### config.mk
export PLATFORM = sky130hd
export DESIGN_NAME = uart_rx_flat
export DESIGN_NICKNAME = d
export VERILOG_FILES = /design/src/rtl/uart_pkg.sv /design/src/rtl/uart_rx_if.sv /design/src/rtl/uart_sync.sv /design/src/rtl/uart_rx.sv /design/src/flat_wrapper.sv
export SDC_FILE = /design/constraint.sdc
export NUM_CORES = 1
export LEC_CHECK = 0
export ABC_AREA = 1
export CORE_UTILIZATION = 35
export CTS_CLUSTER_DIAMETER = 150
export DETAILED_ROUTE_END_ITERATION = 8
export GPL_TIMING_DRIVEN = 1
export HOLD_SLACK_MARGIN = 0.12
export PLACE_DENSITY = 0.64
export SYNTH_ARGS = -nofsm -noshare
export SYNTH_HDL_FRONTEND = slang
export SYNTH_SLANG_ARGS = --single-unit
export TNS_END_PERCENT = 1
### constraint.sdc
create_clock -name clk_i -period 2.5 [get_ports clk_i]
set_input_delay 0.5 -clock clk_i [delete_from_list [all_inputs] [get_ports clk_i]]
set_output_delay 0.5 -clock clk_i [all_outputs]
set_load 0.05 [all_outputs]
### src/rtl/uart_pkg.sv
// Shared UART definitions: frame geometry and the receive/transmit state encoding.
// Pure declarations; no timing or flow-control behaviour lives here.
package uart_pkg;

   localparam int DATA_BITS  = 8;
   localparam int FRAME_BITS = 10;

   typedef enum logic [2:0] {
      IDLE,
      START,
      DATA,
      STOP,
      WAIT_IDLE
   } uart_state_e;

endpackage

### src/rtl/uart_rx_if.sv
// Received-byte handshake and status bundle between uart_rx (master) and its consumer (slave).
// Byte transfers on valid_o & ready_i; error/overrun flags are single-cycle pulses.
interface uart_rx_if;
   import uart_pkg::*;

   logic [DATA_BITS-1:0] rx_data_o;
   logic                 valid_o;
   logic                 ready_i;
   logic                 frame_err_o;
   logic                 overrun_o;
   logic                 busy_o;

   modport master (
      output rx_data_o,
      output valid_o,
      input  ready_i,
      output frame_err_o,
      output overrun_o,
      output busy_o
   );

   modport slave (
      input  rx_data_o,
      input  valid_o,
      output ready_i,
      input  frame_err_o,
      input  overrun_o,
      input  busy_o
   );

endinterface

### src/rtl/uart_sync.sv
// STAGES-deep input synchronizer, output lags input by STAGES clocks.
// Resets to 1 so an idle-high line never looks like a start bit; no backpressure.
module uart_sync #(
   parameter int STAGES = 2
) (
   input  logic clk_i,
   input  logic reset_i,
   input  logic d_i,
   output logic q_o
);

   logic [STAGES-1:0] sync_q;

   always_ff @(posedge clk_i) begin
      if (reset_i) begin
         sync_q <= '1;
      end else begin
         sync_q <= {sync_q[STAGES-2:0], d_i};
      end
   end

   assign q_o = sync_q[STAGES-1];

endmodule

### src/rtl/uart_rx.sv
// 8N1 UART receiver, mid-bit sampling; valid_o rises ~9.5 bit-times + SYNC_STAGES + 1 clocks after the start edge.
// A byte is held until ready_i; a good frame arriving while still held is dropped with an overrun pulse.
module uart_rx
   import uart_pkg::*;
#(
   parameter int CLK_PER_BIT = 16,
   parameter int SYNC_STAGES = 2
) (
   input  logic      clk_i,
   input  logic      reset_i,
   input  logic      rx_i,
   uart_rx_if.master rx_if
);

   localparam int CW   = $clog2(CLK_PER_BIT) + 1;
   localparam int HALF = CLK_PER_BIT / 2;
   localparam int BW   = $clog2(DATA_BITS);

   localparam logic [CW-1:0] CNT_LAST  = CW'(CLK_PER_BIT - 1);
   localparam logic [CW-1:0] HALF_LAST = CW'(HALF - 1);
   localparam logic [BW-1:0] BIT_LAST  = BW'(DATA_BITS - 1);

   uart_state_e          state_q, state_d;
   logic [CW-1:0]        cnt_q, cnt_d;
   logic [BW-1:0]        bit_q, bit_d;
   logic [DATA_BITS-1:0] shift_q, shift_d;
   logic [DATA_BITS-1:0] data_q;
   logic                 valid_q;
   logic                 ferr_q;
   logic                 ovr_q;
   logic                 load;
   logic                 ferr_set;
   logic                 ovr_set;
   logic                 accept;
   logic                 rx_s;

   uart_sync #(
      .STAGES (SYNC_STAGES)
   ) u_sync (
      .clk_i   (clk_i),
      .reset_i (reset_i),
      .d_i     (rx_i),
      .q_o     (rx_s)
   );

   assign accept = valid_q & rx_if.ready_i;

   always_comb begin
      state_d  = state_q;
      cnt_d    = cnt_q + CW'(1);
      bit_d    = bit_q;
      shift_d  = shift_q;
      load     = 1'b0;
      ferr_set = 1'b0;
      ovr_set  = 1'b0;

      case (state_q)
         IDLE: begin
            cnt_d = '0;
            if (!rx_s) begin
               state_d = START;
            end
         end

         START: begin
            if (cnt_q == HALF_LAST) begin
               cnt_d = '0;
               if (rx_s) begin
                  state_d = IDLE;
               end else begin
                  state_d = DATA;
                  bit_d   = '0;
               end
            end
         end

         DATA: begin
            if (cnt_q == CNT_LAST) begin
               cnt_d   = '0;
               shift_d = {rx_s, shift_q[DATA_BITS-1:1]};
               bit_d   = bit_q + BW'(1);
               if (bit_q == BIT_LAST) begin
                  state_d = STOP;
               end
            end
         end

         STOP: begin
            if (cnt_q == CNT_LAST) begin
               cnt_d = '0;
               if (!rx_s) begin
                  ferr_set = 1'b1;
                  state_d  = WAIT_IDLE;
               end else begin
                  // Returning to IDLE mid-stop-bit lets a zero-gap next frame be caught.
                  state_d = IDLE;
                  if (!valid_q || rx_if.ready_i) begin
                     load = 1'b1;
                  end else begin
                     ovr_set = 1'b1;
                  end
               end
            end
         end

         WAIT_IDLE: begin
            cnt_d = '0;
            if (rx_s) begin
               state_d = IDLE;
            end
         end

         default: begin
            state_d = IDLE;
            cnt_d   = '0;
         end
      endcase
   end

   always_ff @(posedge clk_i) begin
      if (reset_i) begin
         state_q <= IDLE;
         cnt_q   <= '0;
         bit_q   <= '0;
         shift_q <= '0;
         data_q  <= '0;
         valid_q <= 1'b0;
         ferr_q  <= 1'b0;
         ovr_q   <= 1'b0;
      end else begin
         state_q <= state_d;
         cnt_q   <= cnt_d;
         bit_q   <= bit_d;
         shift_q <= shift_d;
         ferr_q  <= ferr_set;
         ovr_q   <= ovr_set;
         // A load in the same cycle as an accept keeps valid high with the new byte.
         if (load) begin
            data_q  <= shift_q;
            valid_q <= 1'b1;
         end else if (accept) begin
            valid_q <= 1'b0;
         end
      end
   end

   assign rx_if.rx_data_o   = data_q;
   assign rx_if.valid_o     = valid_q;
   assign rx_if.frame_err_o = ferr_q;
   assign rx_if.overrun_o   = ovr_q;
   assign rx_if.busy_o      = (state_q != IDLE);

endmodule

### src/flat_wrapper.sv
// flat-port wrapper written by rule: the top's interface ports become plain ports
module uart_rx_flat import uart_pkg::*;
#(
   parameter int CLK_PER_BIT = 16,
   parameter int SYNC_STAGES = 2
)
  (clk_i, reset_i, rx_i, rx_if_rx_data_o, rx_if_valid_o, rx_if_ready_i, rx_if_frame_err_o, rx_if_overrun_o, rx_if_busy_o);
  uart_rx_if rx_if_i ();
  input  logic clk_i;
  input  logic reset_i;
  input  logic rx_i;
  output wire logic [$bits(rx_if_i.rx_data_o)-1:0] rx_if_rx_data_o;
  output wire logic [$bits(rx_if_i.valid_o)-1:0] rx_if_valid_o;
  input wire logic [$bits(rx_if_i.ready_i)-1:0] rx_if_ready_i;
  output wire logic [$bits(rx_if_i.frame_err_o)-1:0] rx_if_frame_err_o;
  output wire logic [$bits(rx_if_i.overrun_o)-1:0] rx_if_overrun_o;
  output wire logic [$bits(rx_if_i.busy_o)-1:0] rx_if_busy_o;
  assign rx_if_rx_data_o = rx_if_i.rx_data_o;
  assign rx_if_valid_o = rx_if_i.valid_o;
  assign rx_if_i.ready_i = rx_if_ready_i;
  assign rx_if_frame_err_o = rx_if_i.frame_err_o;
  assign rx_if_overrun_o = rx_if_i.overrun_o;
  assign rx_if_busy_o = rx_if_i.busy_o;
  uart_rx #(.CLK_PER_BIT(CLK_PER_BIT), .SYNC_STAGES(SYNC_STAGES)) u_core (.clk_i(clk_i), .reset_i(reset_i), .rx_i(rx_i), .rx_if(rx_if_i));
endmodule
==> results of run 1 <==
## routing by layer
| layer | wire length, um | global-route usage, % | vias to the layer above |
|---|---|---|---|
| li1 | - | - | 640 |
| met1 | 1260 | 18.3 | 495 |
| met2 | 1040 | 20.0 | 23 |
| met3 | 90 | 4.14 | 7 |
| met4 | 72 | 8.97 | 0 |
| met5 | 0 | 0 | - |
## stage by stage
| stage | cell area, um2 | utilization, % | worst slack [ns] | total power, W | hold WS [ns] |
|---|---|---|---|---|---|
| 6_report | 1750 | 46.3 | 0.314 | 0.00147 | 0.414 |
| 5_1_grt | 1750 | 46.3 | 0.242 | 0.00157 | 0.426 |
| 4_1_cts | 1750 | 46.3 | 0.308 | 0.00149 | 0.418 |
| 3_5_place_dp | 1620 | 42.9 | 0.613 | 0.000949 | 0.401 |
| 3_3_place_gp | 1620 | 42.9 | 0.634 | 0.000947 | 0.403 |
| 2_1_floorplan | 1420 | - | 1.05 | 0.000861 | 0.389 |
## cell families (layout without fill, tap and decap cells)
group | count (synthesis) | count (layout) | share of synthesized area [%]
AOI/OAI and AO/OA | 23 | 23 | 8.26
xor gates and xnor gates | 1 | 1 | 0.615
adders and majority gates | 4 | 4 | 3.52
buffers and inverters | 43 | 63 | 11.9
DFF | 32 | 32 | 45.0
and+or+nand+nor | 94 | 94 | 30.8
## worst max-delay path, delay by kind of cell, from the launching register on
kind | cells | cell delay (ns)
and+or+nand+nor | 2 | 0.17
DFF | 1 | 0.44
buffers and inverters | 1 | 0.79
## synthesized netlist by cell type, drive strengths merged
cell     n
nor3     6
dfxtp   32
a21oi   12
nand2   42
nand4    1
ha       4
clkbuf   1
nand3   14
buf      3
xor2     1
nor2    27
inv     39
or2      3
o21ai   10
o21bai   1
nand3b   1
## final cells by class
type,instances,area [um2],share of cell area [%]
clock buffer,7,96.3,5.52
clock inverter,1,30.0,1.72
inverter,39,146,8.39
multi-input combinational,122,614,35.2
sequential,32,641,36.7
tap,48,60.1,3.44
timing repair buffer,16,158,9.03
## worst max path at each step
stage	from	to	slack (ns)	cells past startpoint
CTS	u_core.state_q[1]	rx_if_busy_o	0.31	3
global placement	u_core.state_q[1]	rx_if_busy_o	0.63	3
finish	u_core.state_q[1]	rx_if_busy_o	0.31	3
floorplan	u_core.cnt_q[0]	u_core.cnt_q[4]	1.05	7
detailed placement	u_core.state_q[1]	rx_if_busy_o	0.61	3
global route	u_core.state_q[2]	rx_if_busy_o	0.24	3
## power groups by stage
stage / sequential [W] / combinational (W) / clock, W
4_1_cts: 0.000575 / 0.000364 / 0.000550
3_5_place_dp: 0.000588 / 0.000361 / 0
3_3_place_gp: 0.000586 / 0.000361 / 0
6_report: 0.000576 / 0.000361 / 0.000538
5_1_grt: 0.000582 / 0.000411 / 0.000577
2_1_floorplan: 0.000580 / 0.000281 / 0
## cells in the final DEF, fill, tap and decap left out, drive strengths merged
master,count
nand2,42
inv,39
dfxtp,32
nor2,27
clkdlybuf4s50,15
nand3,14
a21oi,12
o21ai,10
clkbuf,7
nor3,6
ha,4
or2,3
nand4,1
nand3b,1
o21bai,1
xor2,1
bufinv,1
buf,1
## state kept, by name, summed over array words and instances (netlist names)
| register | flops |
|---|---|
| u_core.cnt_q | 5 |
| u_core.shift_q | 8 |
| u_core.rx_if.frame_err_o | 1 |
| u_core.rx_if.valid_o | 1 |
| u_core.rx_if.rx_data_o | 8 |
| u_core.bit_q | 3 |
| u_core.u_sync.sync_q | 2 |
| u_core.rx_if.overrun_o | 1 |
| u_core.state_q | 3 |
==> results.txt, run 1 <==
----------------------------------------------------
[Power]
  Switching share of power ... 31.6%
  Power spent charging and discharging nets ... 0.000466 W
  Worst supply voltage drop on vdd ... 0.374 mV
  Flop pwr share ... 39.0%
  Cell-internal power ... 0.00101 W
  Total power density per cell area ... 845 mW/mm2
  Leakage power figure ... 0.739 nW
  Fraction of power consumed by the clock network ... 36.4%
  Part of the power in combinational logic ... 24.5%

[Worst hold path]
  End of the worst hold path ... u_core.u_sync.sync_q[1]
  Number of cells traversed by the worst hold path ... 1
  Worst min path class ... reg -> reg
  Start point of the worst hold path ... u_core.u_sync.sync_q[0]

[Floorplan]
  Starting density of the core ... 37.8%
  Chip height ... 65.8 um
  Die ar. ... 0.00433 mm2
  Row Count ... 22
  Die extent in x ... 65.8 um
  Count of boundary I/O pins ... 16
  Area inside the core boundary ... 0.00377 mm2

[STA]
  Final hold vios ... 0
  Maximum clock frequency ... 458 MHz
  Setup violation total in the final timing report ... 0
  Slew @ Worst Pin ... 0.510 ns
  Max Clock Skew ... 0.00478 ns
  Max-Slew Margin vs Limit ... 65.9%
  Setup repair after global routing missed its margin ... no
  Total negative setup slack ... 0 ns
  Final worst-path cycle share ... 87.4%
  Clock period minus worst slack ... 2.19 ns
  Slew Limit Fails ... 0

[Global routing]
  Antenna violations before repair ... 0
  Total routing resource utilization after global routing ... 14.1%
  Via count of the first global-routing pass ... 1034
  Largest net degree at the start of global routing ... 20
  First-pass GRT wire length ... 4.44 mm
  Congestion Overflow GR ... 0

[Route]
  Via count normalized by instance count ... 4.40
  Routed wirelength normalized by instance count ... 9.29 um
  Count of unresolved DRC violations after routing ... 0
  Number of DRC markers after the initial detailed-route iteration ... 58
  Antenna viol nets, final ... 0
  Via count ... 1165
  Final wirelength ... 2.46 mm
  Router iterations before antenna repair ... 6

[Synthesis]
  Count of warnings emitted by yosys ... 0
  Post-Synthesis Cells ... 197
  Seq/Total Area, Yosys ... 45.0%
  Synthesized area ... 0.00142 mm2
  Synthesized Nets ... 205
  Count of different cell masters after synthesis ... 22
  Top post-synthesis cells by area ... dfxtp_1 45%, nand2_1 11%, inv_1 10%
  Post-synthesis register bit count ... 32
  Post-synth top area share ... 45.0%
  Largest area contributor in the netlist ... dfxtp_1
  Mean instance size in the synthesized netlist ... 7.23 um2

[Run]
  Number of maximum-capacitance constraint violations ... 0

[Final layout]
  Number of antenna repair diodes ... 0
  Filler Cells Inserted ... 369
  Post-synthesis to final-layout area growth ... 22.6%
  Count of non-filler cells in the finished layout ... 265
  Post-layout net count ... 224
  Fraction of final layout cells with drive strength greater than 1 ... 8.29%

[CTS]
  Clock root buffer master ... clkbuf_8
  H-tree depth ... 2
  Deepest clock path buffer count ... 2
  Clock edge transition at the registers on the reported setup and hold paths ... 0.06 ns
  Number of clock buffers inserted by TritonCTS ... 5
  CTS tree ... built
  Number of buffers inserted for hold repair after clock tree synthesis ... 0
  Clock sinks ... 32
  Cts repair resizes ... 0
  Post-CTS setup-driven buffer insertion count ... 0
  Latest clock arrival within the worst-skew pair ... 0.28 ns

[Critical path]
  Standard cell with the maximum stage delay on the critical path ... clkdlybuf4s50_1
  Max incr delay on CP ... 0.79 ns
  Critical path required time ... 2.00 ns
  Sequence of cells on the critical path ... nor2_1, nand2_1, clkdlybuf4s50_1
  Maximum fanout encountered on the critical timing path ... 7
  Crit Reg-Reg Startpoint ... u_core.cnt_q[0]
  Crit Path Category ... reg -> out
  Crit path arrival time ... 1.69 ns
  RR Endpoint ... u_core.rx_if.rx_data_o[6]
  Crit end category ... primary output
  Length in cells of the worst reg-to-reg path ... 7
  Worst-case register-to-register setup slack ... 0.91 ns
  Critical Path Source Type ... flip-flop

[Placed design]
  Cell count after placement ... 257
  Buffers added on ports ... 15
  GP Congestion ... 0.834
  DPL Wire Length ... 1.79 mm

[Status]
  Outcome ... completed

----------------------------------------------------
(Power assumes the default switching activity.)
==> run 2: changes to the inputs <==
--- a/config.mk
+++ b/config.mk
@@ -14,5 +14,6 @@
 export PLACE_DENSITY = 0.64
 export SYNTH_ARGS = -nofsm -noshare
 export SYNTH_HDL_FRONTEND = slang
+export SYNTH_HIERARCHICAL = 1
 export SYNTH_SLANG_ARGS = --single-unit
 export TNS_END_PERCENT = 1
==> run 2 against run 1 <==
Effect of this change:
- total power decreased by 35%
- core utilization fell by 2.5 points
- non-clock buffer count stayed put
- critical path depth did not move
- final area down 8.1%
- area after synthesis down 6.1%
- synthesized cell count fell by 12%
- critical endpoint unchanged
- highest routed layer unchanged
==> results.txt, run 2 <==
----------------------------------------------------
[Status]
  Outcome ... completed

[Synthesis]
  Most numerous cell in the Yosys netlist ... nor2_1
  Count of different cell masters after synthesis ... 25 (+14%)
  Post-synth top area share ... 47.9% (+2.9 points)
  Number of flops mapped to enable cells by yosys ... 0 (unchanged)
  Top FF cell, synth ... dfxtp_1
  Post-Synthesis Cells ... 174 (-12%)
  Seq/Total Area, Yosys ... 47.9% (+2.9 points)
  Synthesized area ... 0.00134 mm2 (-6.1%)
  Synthesized Nets ... 182 (-11%)
  Top post-synthesis cells by area ... dfxtp_1 48%, nor2_1 12%, nand2_1 6.7%
  Top cells by count, synth ... 41 x nor2_1, 32 x dfxtp_1, 24 x nand2_1, 15 x o21ai_0, 14 x inv_1
  Largest area contributor in the netlist ... dfxtp_1
  Post-synthesis register bit count ... 32 (unchanged)
  Count of warnings emitted by yosys ... 6 (+6)
  Async set or reset register ratio after synthesis ... 0% (unchanged)
  Mean instance size in the synthesized netlist ... 7.69 um2 (+6.4%)

[Global routing]
  Antenna violations before repair ... 0 (unchanged)
  First-pass GRT wire length ... 3.97 mm (-11%)
  Via count of the first global-routing pass ... 900 (-13%)
  Congestion Overflow GR ... 0 (unchanged)
  Total routing resource utilization after global routing ... 12.9% (-1.1 points)
  Largest net degree at the start of global routing ... 18 (-10%)

[Final layout]
  Post-synthesis to final-layout area growth ... 19.9%
  Most frequent cells in the layout ... 41 x nor2_1, 32 x dfxtp_1, 24 x nand2_1
  Most frequent standard cell in the layout excluding fill and tap cells ... nor2_1
  Fraction of final layout cells with drive strength greater than 1 ... 12.0% (+3.7 points)
  Post-layout net count ... 202 (-9.8%)
  Filler Cells Inserted ... 388 (+5.1%)
  Number of antenna repair diodes ... 0 (unchanged)

[Route]
  Via count normalized by instance count ... 4.61 (+4.9%)
  Antenna viol nets, final ... 0 (unchanged)
  Routed wirelength normalized by instance count ... 9.63 um (+3.6%)
  Final wirelength ... 2.31 mm (-6.2%)
  Count of unresolved DRC violations after routing ... 0 (unchanged)
  Router iterations before antenna repair ... 4 (-2)
  Via count ... 1107 (-5.0%)
  Number of DRC markers after the initial detailed-route iteration ... 39 (-33%)

[CTS]
  Clock sinks ... 32 (unchanged)
  Cts repair resizes ... 0 (unchanged)
  Clock edge transition at the registers on the reported setup and hold paths ... 0.06 ns (about the same)
  CTS tree ... built
  Latest clock arrival within the worst-skew pair ... 0.28 ns (about the same)
  Deepest clock path buffer count ... 2 (unchanged)
  Number of buffers inserted for hold repair after clock tree synthesis ... 0 (unchanged)
  H-tree depth ... 2 (unchanged)
  Post-CTS setup-driven buffer insertion count ... 0 (unchanged)
  Clock root buffer master ... clkbuf_8
  Number of clock buffers inserted by TritonCTS ... 5 (unchanged)

[Floorplan]
  Row Count ... 22 (unchanged)
  Starting density of the core ... 36.5% (-1.2 points)
  Area inside the core boundary ... 0.00366 mm2 (-2.9%)
  Die ar. ... 0.00407 mm2 (-5.9%)
  Die extent in x ... 63.8 um (-3.0%)
  Chip height ... 63.8 um (-3.0%)
  Count of boundary I/O pins ... 16 (unchanged)

[STA]
  Setup violation total in the final timing report ... 0 (unchanged)
  Slew @ Worst Pin ... 0.493 ns (-0.0170 ns)
  Final hold vios ... 0 (unchanged)
  Total negative setup slack ... 0 ns (unchanged)
  Final worst-path cycle share ... 89.2% (+1.8 points)
  Setup repair after global routing missed its margin ... no
  Max Clock Skew ... 0.00244 ns (-0.00234 ns)
  Max-Slew Margin vs Limit ... 67.0% (+1.1 points)
  Slew Limit Fails ... 0 (unchanged)
  Maximum clock frequency ... 448 MHz (-2.0%)
  Clock period minus worst slack ... 2.23 ns (+0.0454 ns)

[Power]
  Power after layout ... 0.000952 W (-35%)
  Worst supply voltage drop on vdd ... 0.256 mV (-32%)
  Leakage power figure ... 0.646 nW (-12%)
  Total power density per cell area ... 594 mW/mm2 (-30%)

[Critical path]
  Length in cells of the worst reg-to-reg path ... 7 (unchanged)
  Maximum fanout encountered on the critical timing path ... 7 (unchanged)
  Critical path required time ... 2.00 ns (about the same)
  Crit end category ... primary output
  Critical Path Source Type ... flip-flop
  Crit Path Category ... reg -> out
  Crit path arrival time ... 1.73 ns (+0.04 ns)

[Worst hold path]
  Number of cells traversed by the worst hold path ... 2 (+1)
  Worst min path class ... reg -> reg

[Run]
  Number of maximum-capacitance constraint violations ... 0 (unchanged)

[Placed design]
  DPL Wire Length ... 1.70 mm (-5.0%)
  Buffers added on ports ... 15 (unchanged)
  GP Congestion ... 0.775 (-7.2%)

----------------------------------------------------
[run 2: cell types whose count changed in the layout (fill, tap and decap cells not counted), moves of 2 or more]
| cell | change |
|---|---|
| o21ai_0 | +5 |
| nand2_1 | -17 |
| nand3_1 | -5 |
| inv_1 | -24 |
| clkbuf_8 | -2 |
| a21oi_2 | +2 |
| o21ai_1 | +3 |
| nor2_2 | +3 |
| nor2_1 | +15 |
| inv_2 | +3 |
| a21oi_1 | -5 |
| or2_2 | -2 |
| nor3_1 | -2 |
[run 2: path summary, 6_finish.rpt]
check,from,end,slack (ns)
max,u_core/state_q[1],rx_if_busy_o,0.27
min reg2reg,u_core/u_sync/sync_q[0],u_core/u_sync/sync_q[1],0.41
max reg2reg,u_core/cnt_q[0],u_core/bit_q[0],0.99
min,u_core/u_sync/sync_q[0],u_core/u_sync/sync_q[1],0.41
[run 2: critical path, stage by stage (launching register included)]
cell	delay [ns]
dfxtp_1	0.47
nor2_1	0.12
nand2_1	0.08
clkdlybuf4s50_1	0.79
[run 2: metal layers]
layer	track usage [%]	up-vias	share of wire, %
li1	-	593	-
met1	16.4	490	52
met2	18.1	18	41
met3	5.36	6	4.1
met4	7.67	0	2.6
met5	0	-	0
[run 2: cell type report]
type                            instances  area [um2]  share of cell area, %
Clock buffer                            5        68.8                   4.29
Inverter                               19        72.6                   4.52
Multi-Input combinational cell        120         604                   37.7
Sequential cell                        32         641                   39.9
Tap cell                               48        60.1                   3.74
Timing Repair Buffer                   16         158                   9.83
[run 2: kinds of logic (layout without fill, tap and decap cells)]
family                     Yosys count  after routing  share of synthesized area (%)
AOI/OAI and AO/OA                   27             27                           10.7
and+or+nand+nor                     88             88                           30.1
buffers and inverters               22             40                           6.92
xor gates and xnor gates             1              1                          0.655
DFF                                 32             32                           47.9
adders and majority gates            4              4                           3.74
[run 2: metrics by stage]
step / util (%) / area [um2] / instances / hold WS (ns) / setup slack (ns)
after floorplan: - / 1340 / 174 / 0.387 / 1.13
after global placement: 41.9 / 1540 / 235 / 0.400 / 0.591
after detailed placement: 41.9 / 1540 / 235 / 0.401 / 0.574
after CTS: 43.8 / 1600 / 240 / 0.415 / 0.267
after global routing: 43.8 / 1600 / 240 / 0.423 / 0.192
final: 43.8 / 1600 / 240 / 0.411 / 0.269
[run 2: report_power, final]
part / switching (W) / internal, W
sequential: 0.00000843 / 0.000516
clock: 0.000161 / 0.000179
combinational: 0.0000572 / 0.0000302
==> run 3: changes to the inputs <==
==> constraint.sdc (replaced) <==
create_clock -name clk_i -period 2.79 [get_ports clk_i]
set_input_delay 0.558 -clock clk_i [delete_from_list [all_inputs] [get_ports clk_i]]
set_output_delay 0.558 -clock clk_i [all_outputs]
set_load 0.05 [all_outputs]
==> run 3 against run 2 <==
Effect of this change:
- global-route usage up 0.85 points
- largest power group is now the clock network
- sequential share of layout area down 1.2 points
- wire length up 2.1%
- largest cell class unchanged
- clock skew up 0.0061 ns
==> results.txt, run 3 (synthesized netlist as in run 2, its figures left out) <==
----------------------------------------------------
[Final layout]
  Filler Cells Inserted ... 365 (-5.9%)
  Post-synthesis to final-layout area growth ... 23.7%
  Most frequent cells in the layout ... 41 x nor2_1, 32 x dfxtp_1, 24 x nand2_1
  Number of antenna repair diodes ... 0 (unchanged)
  Most frequent standard cell in the layout excluding fill and tap cells ... nor2_1
  Post-layout net count ... 201 (-0.50%)
  Fraction of final layout cells with drive strength greater than 1 ... 12.9% (+0.91 points)
  Fraction of the core area covered by cells at the end of the flow ... 45.2% (+1.4 points)

[Route]
  Count of unresolved DRC violations after routing ... 0 (unchanged)
  Number of DRC markers after the initial detailed-route iteration ... 37 (-5.1%)
  Final wirelength ... 2.36 mm (+2.1%)
  Via count ... 1094 (-1.2%)
  Via count normalized by instance count ... 4.52 (-2.0%)
  Antenna viol nets, final ... 0 (unchanged)
  Routed wirelength normalized by instance count ... 9.74 um (+1.2%)
  Router iterations before antenna repair ... 4 (unchanged)

[Power]
  Total power density per cell area ... 624 mW/mm2 (+5.1%)
  Leakage power figure ... 0.670 nW (+3.7%)
  Worst supply voltage drop on vdd ... 0.206 mV (-20%)

[Placed design]
  GP Congestion ... 0.784 (+1.2%)
  DPL Wire Length ... 1.69 mm (-0.11%)
  Worst setup slack after placement ... 0.801 ns (+0.228 ns)
  Buffers added on ports ... 15 (unchanged)

[Global routing]
  Total routing resource utilization after global routing ... 13.8% (+0.85 points)
  Largest net degree at the start of global routing ... 18 (unchanged)
  Antenna violations before repair ... 0 (unchanged)
  Via count of the first global-routing pass ... 990 (+10%)
  First-pass GRT wire length ... 4.19 mm (+5.6%)
  Congestion Overflow GR ... 0 (unchanged)

[Critical path]
  Critical path required time ... 2.23 ns (+0.23 ns)
  Cell family with the largest share of critical-path delay ... buffers and inverters
  Crit end category ... primary output
  Crit Path Category ... reg -> out
  Combined buffer and inverter count along the critical path ... 1 (unchanged)
  Max incr delay on CP ... 0.79 ns (about the same)
  Crit path arrival time ... 1.73 ns (about the same)
  Critical Path Source Type ... flip-flop
  Sequence of cells on the critical path ... nor2_1, nand2_1, clkdlybuf4s50_1
  Maximum fanout encountered on the critical timing path ... 7 (unchanged)
  Standard cell with the maximum stage delay on the critical path ... clkdlybuf4s50_1

[Floorplan]
  Count of boundary I/O pins ... 16 (unchanged)
  Die extent in x ... 63.8 um (unchanged)
  Starting density of the core ... 36.5% (unchanged)
  Chip height ... 63.8 um (unchanged)
  Die ar. ... 0.00407 mm2 (unchanged)
  Area inside the core boundary ... 0.00366 mm2 (unchanged)
  Row Count ... 22 (unchanged)

[Status]
  Outcome ... completed

[CTS]
  Cts repair resizes ... 0 (unchanged)
  Latest clock arrival within the worst-skew pair ... 0.29 ns (about the same)
  Number of buffers inserted for hold repair after clock tree synthesis ... 0 (unchanged)
  Clock sinks ... 32 (unchanged)
  Post-CTS setup-driven buffer insertion count ... 0 (unchanged)
  H-tree depth ... 2 (unchanged)
  CTS tree ... built
  Clock root buffer master ... clkbuf_8
  Deepest clock path buffer count ... 2 (unchanged)
  Number of clock buffers inserted by TritonCTS ... 5 (unchanged)
  Clock edge transition at the registers on the reported setup and hold paths ... 0.06 ns (about the same)

[STA]
  Total negative setup slack ... 0 ns (unchanged)
  Clock period minus worst slack ... 2.29 ns
  Final worst-path cycle share ... 81.9%
  Setup repair after global routing missed its margin ... no
  Slew @ Worst Pin ... 0.495 ns (+0.00190 ns)
  Max Clock Skew ... 0.00849 ns (+0.00605 ns)
  Setup ws final ... 0.505 ns (+0.236 ns)
  Maximum clock frequency ... 438 MHz
  Max-Slew Margin vs Limit ... 66.9% (-0.13 points)
  Slew Limit Fails ... 0 (unchanged)
  Final hold vios ... 0 (unchanged)
  Setup violation total in the final timing report ... 0 (unchanged)

[Worst hold path]
  Worst min path class ... reg -> reg

[Run]
  Number of maximum-capacitance constraint violations ... 0 (unchanged)

----------------------------------------------------
## run 3: worst min-delay path: stages, from the launching register on
cell     delay (ns)
dfxtp_1        0.30
inv_1          0.03
nand2_1        0.04
## run 3: routing by layer
metal  GRT usage, %  wire length, um  share of wire [%]
met1           17.2             1200                 51
met2           19.7             1030                 44
met3           3.75               88                3.7
met4           11.1               38                1.6
met5              0                0                  0
## run 3: worst paths after layout
kind	startpoint	endpoint	slack [ns]	cells after the start
worst min register to register	u_core/u_sync/sync_q[0]	u_core/u_sync/sync_q[1]	0.41	2
worst max-delay path	u_core/state_q[1]	rx_if_busy_o	0.50	3
worst max register to register	u_core/cnt_q[0]	u_core/bit_q[0]	1.22	7
worst min-delay path	u_core/u_sync/sync_q[0]	u_core/u_sync/sync_q[1]	0.41	2
## run 3: cell type report
type	count	area, um2	share of cell area, %
Clock inverter	1	30.0	1.82
Multi-Input combinational cell	120	604	36.5
Sequential cell	32	641	38.7
Inverter	19	72.6	4.39
Timing Repair Buffer	15	150	9.08
Tap cell	48	60.1	3.63
Clock buffer	7	96.3	5.82
## run 3: power by group
part / internal, W / total (W) / switching, W
Sequential: 0.000462 / 0.000469 / 0.00000710
Clock: 0.000315 / 0.000486 / 0.000171
Combinational: 0.0000262 / 0.0000771 / 0.0000510
Total: 0.000803 / 0.00103 / 0.000229
## run 3: stage by stage
stage	hold WS [ns]	instance area [um2]	std cells	power (W)
floorplan	0.387	1340	174	0.000537
global placement	0.393	1530	234	0.000557
detailed placement	0.396	1530	234	0.000557
CTS	0.411	1650	242	0.00104
global route	0.455	1650	242	0.00107
finish	0.409	1650	242	0.00103
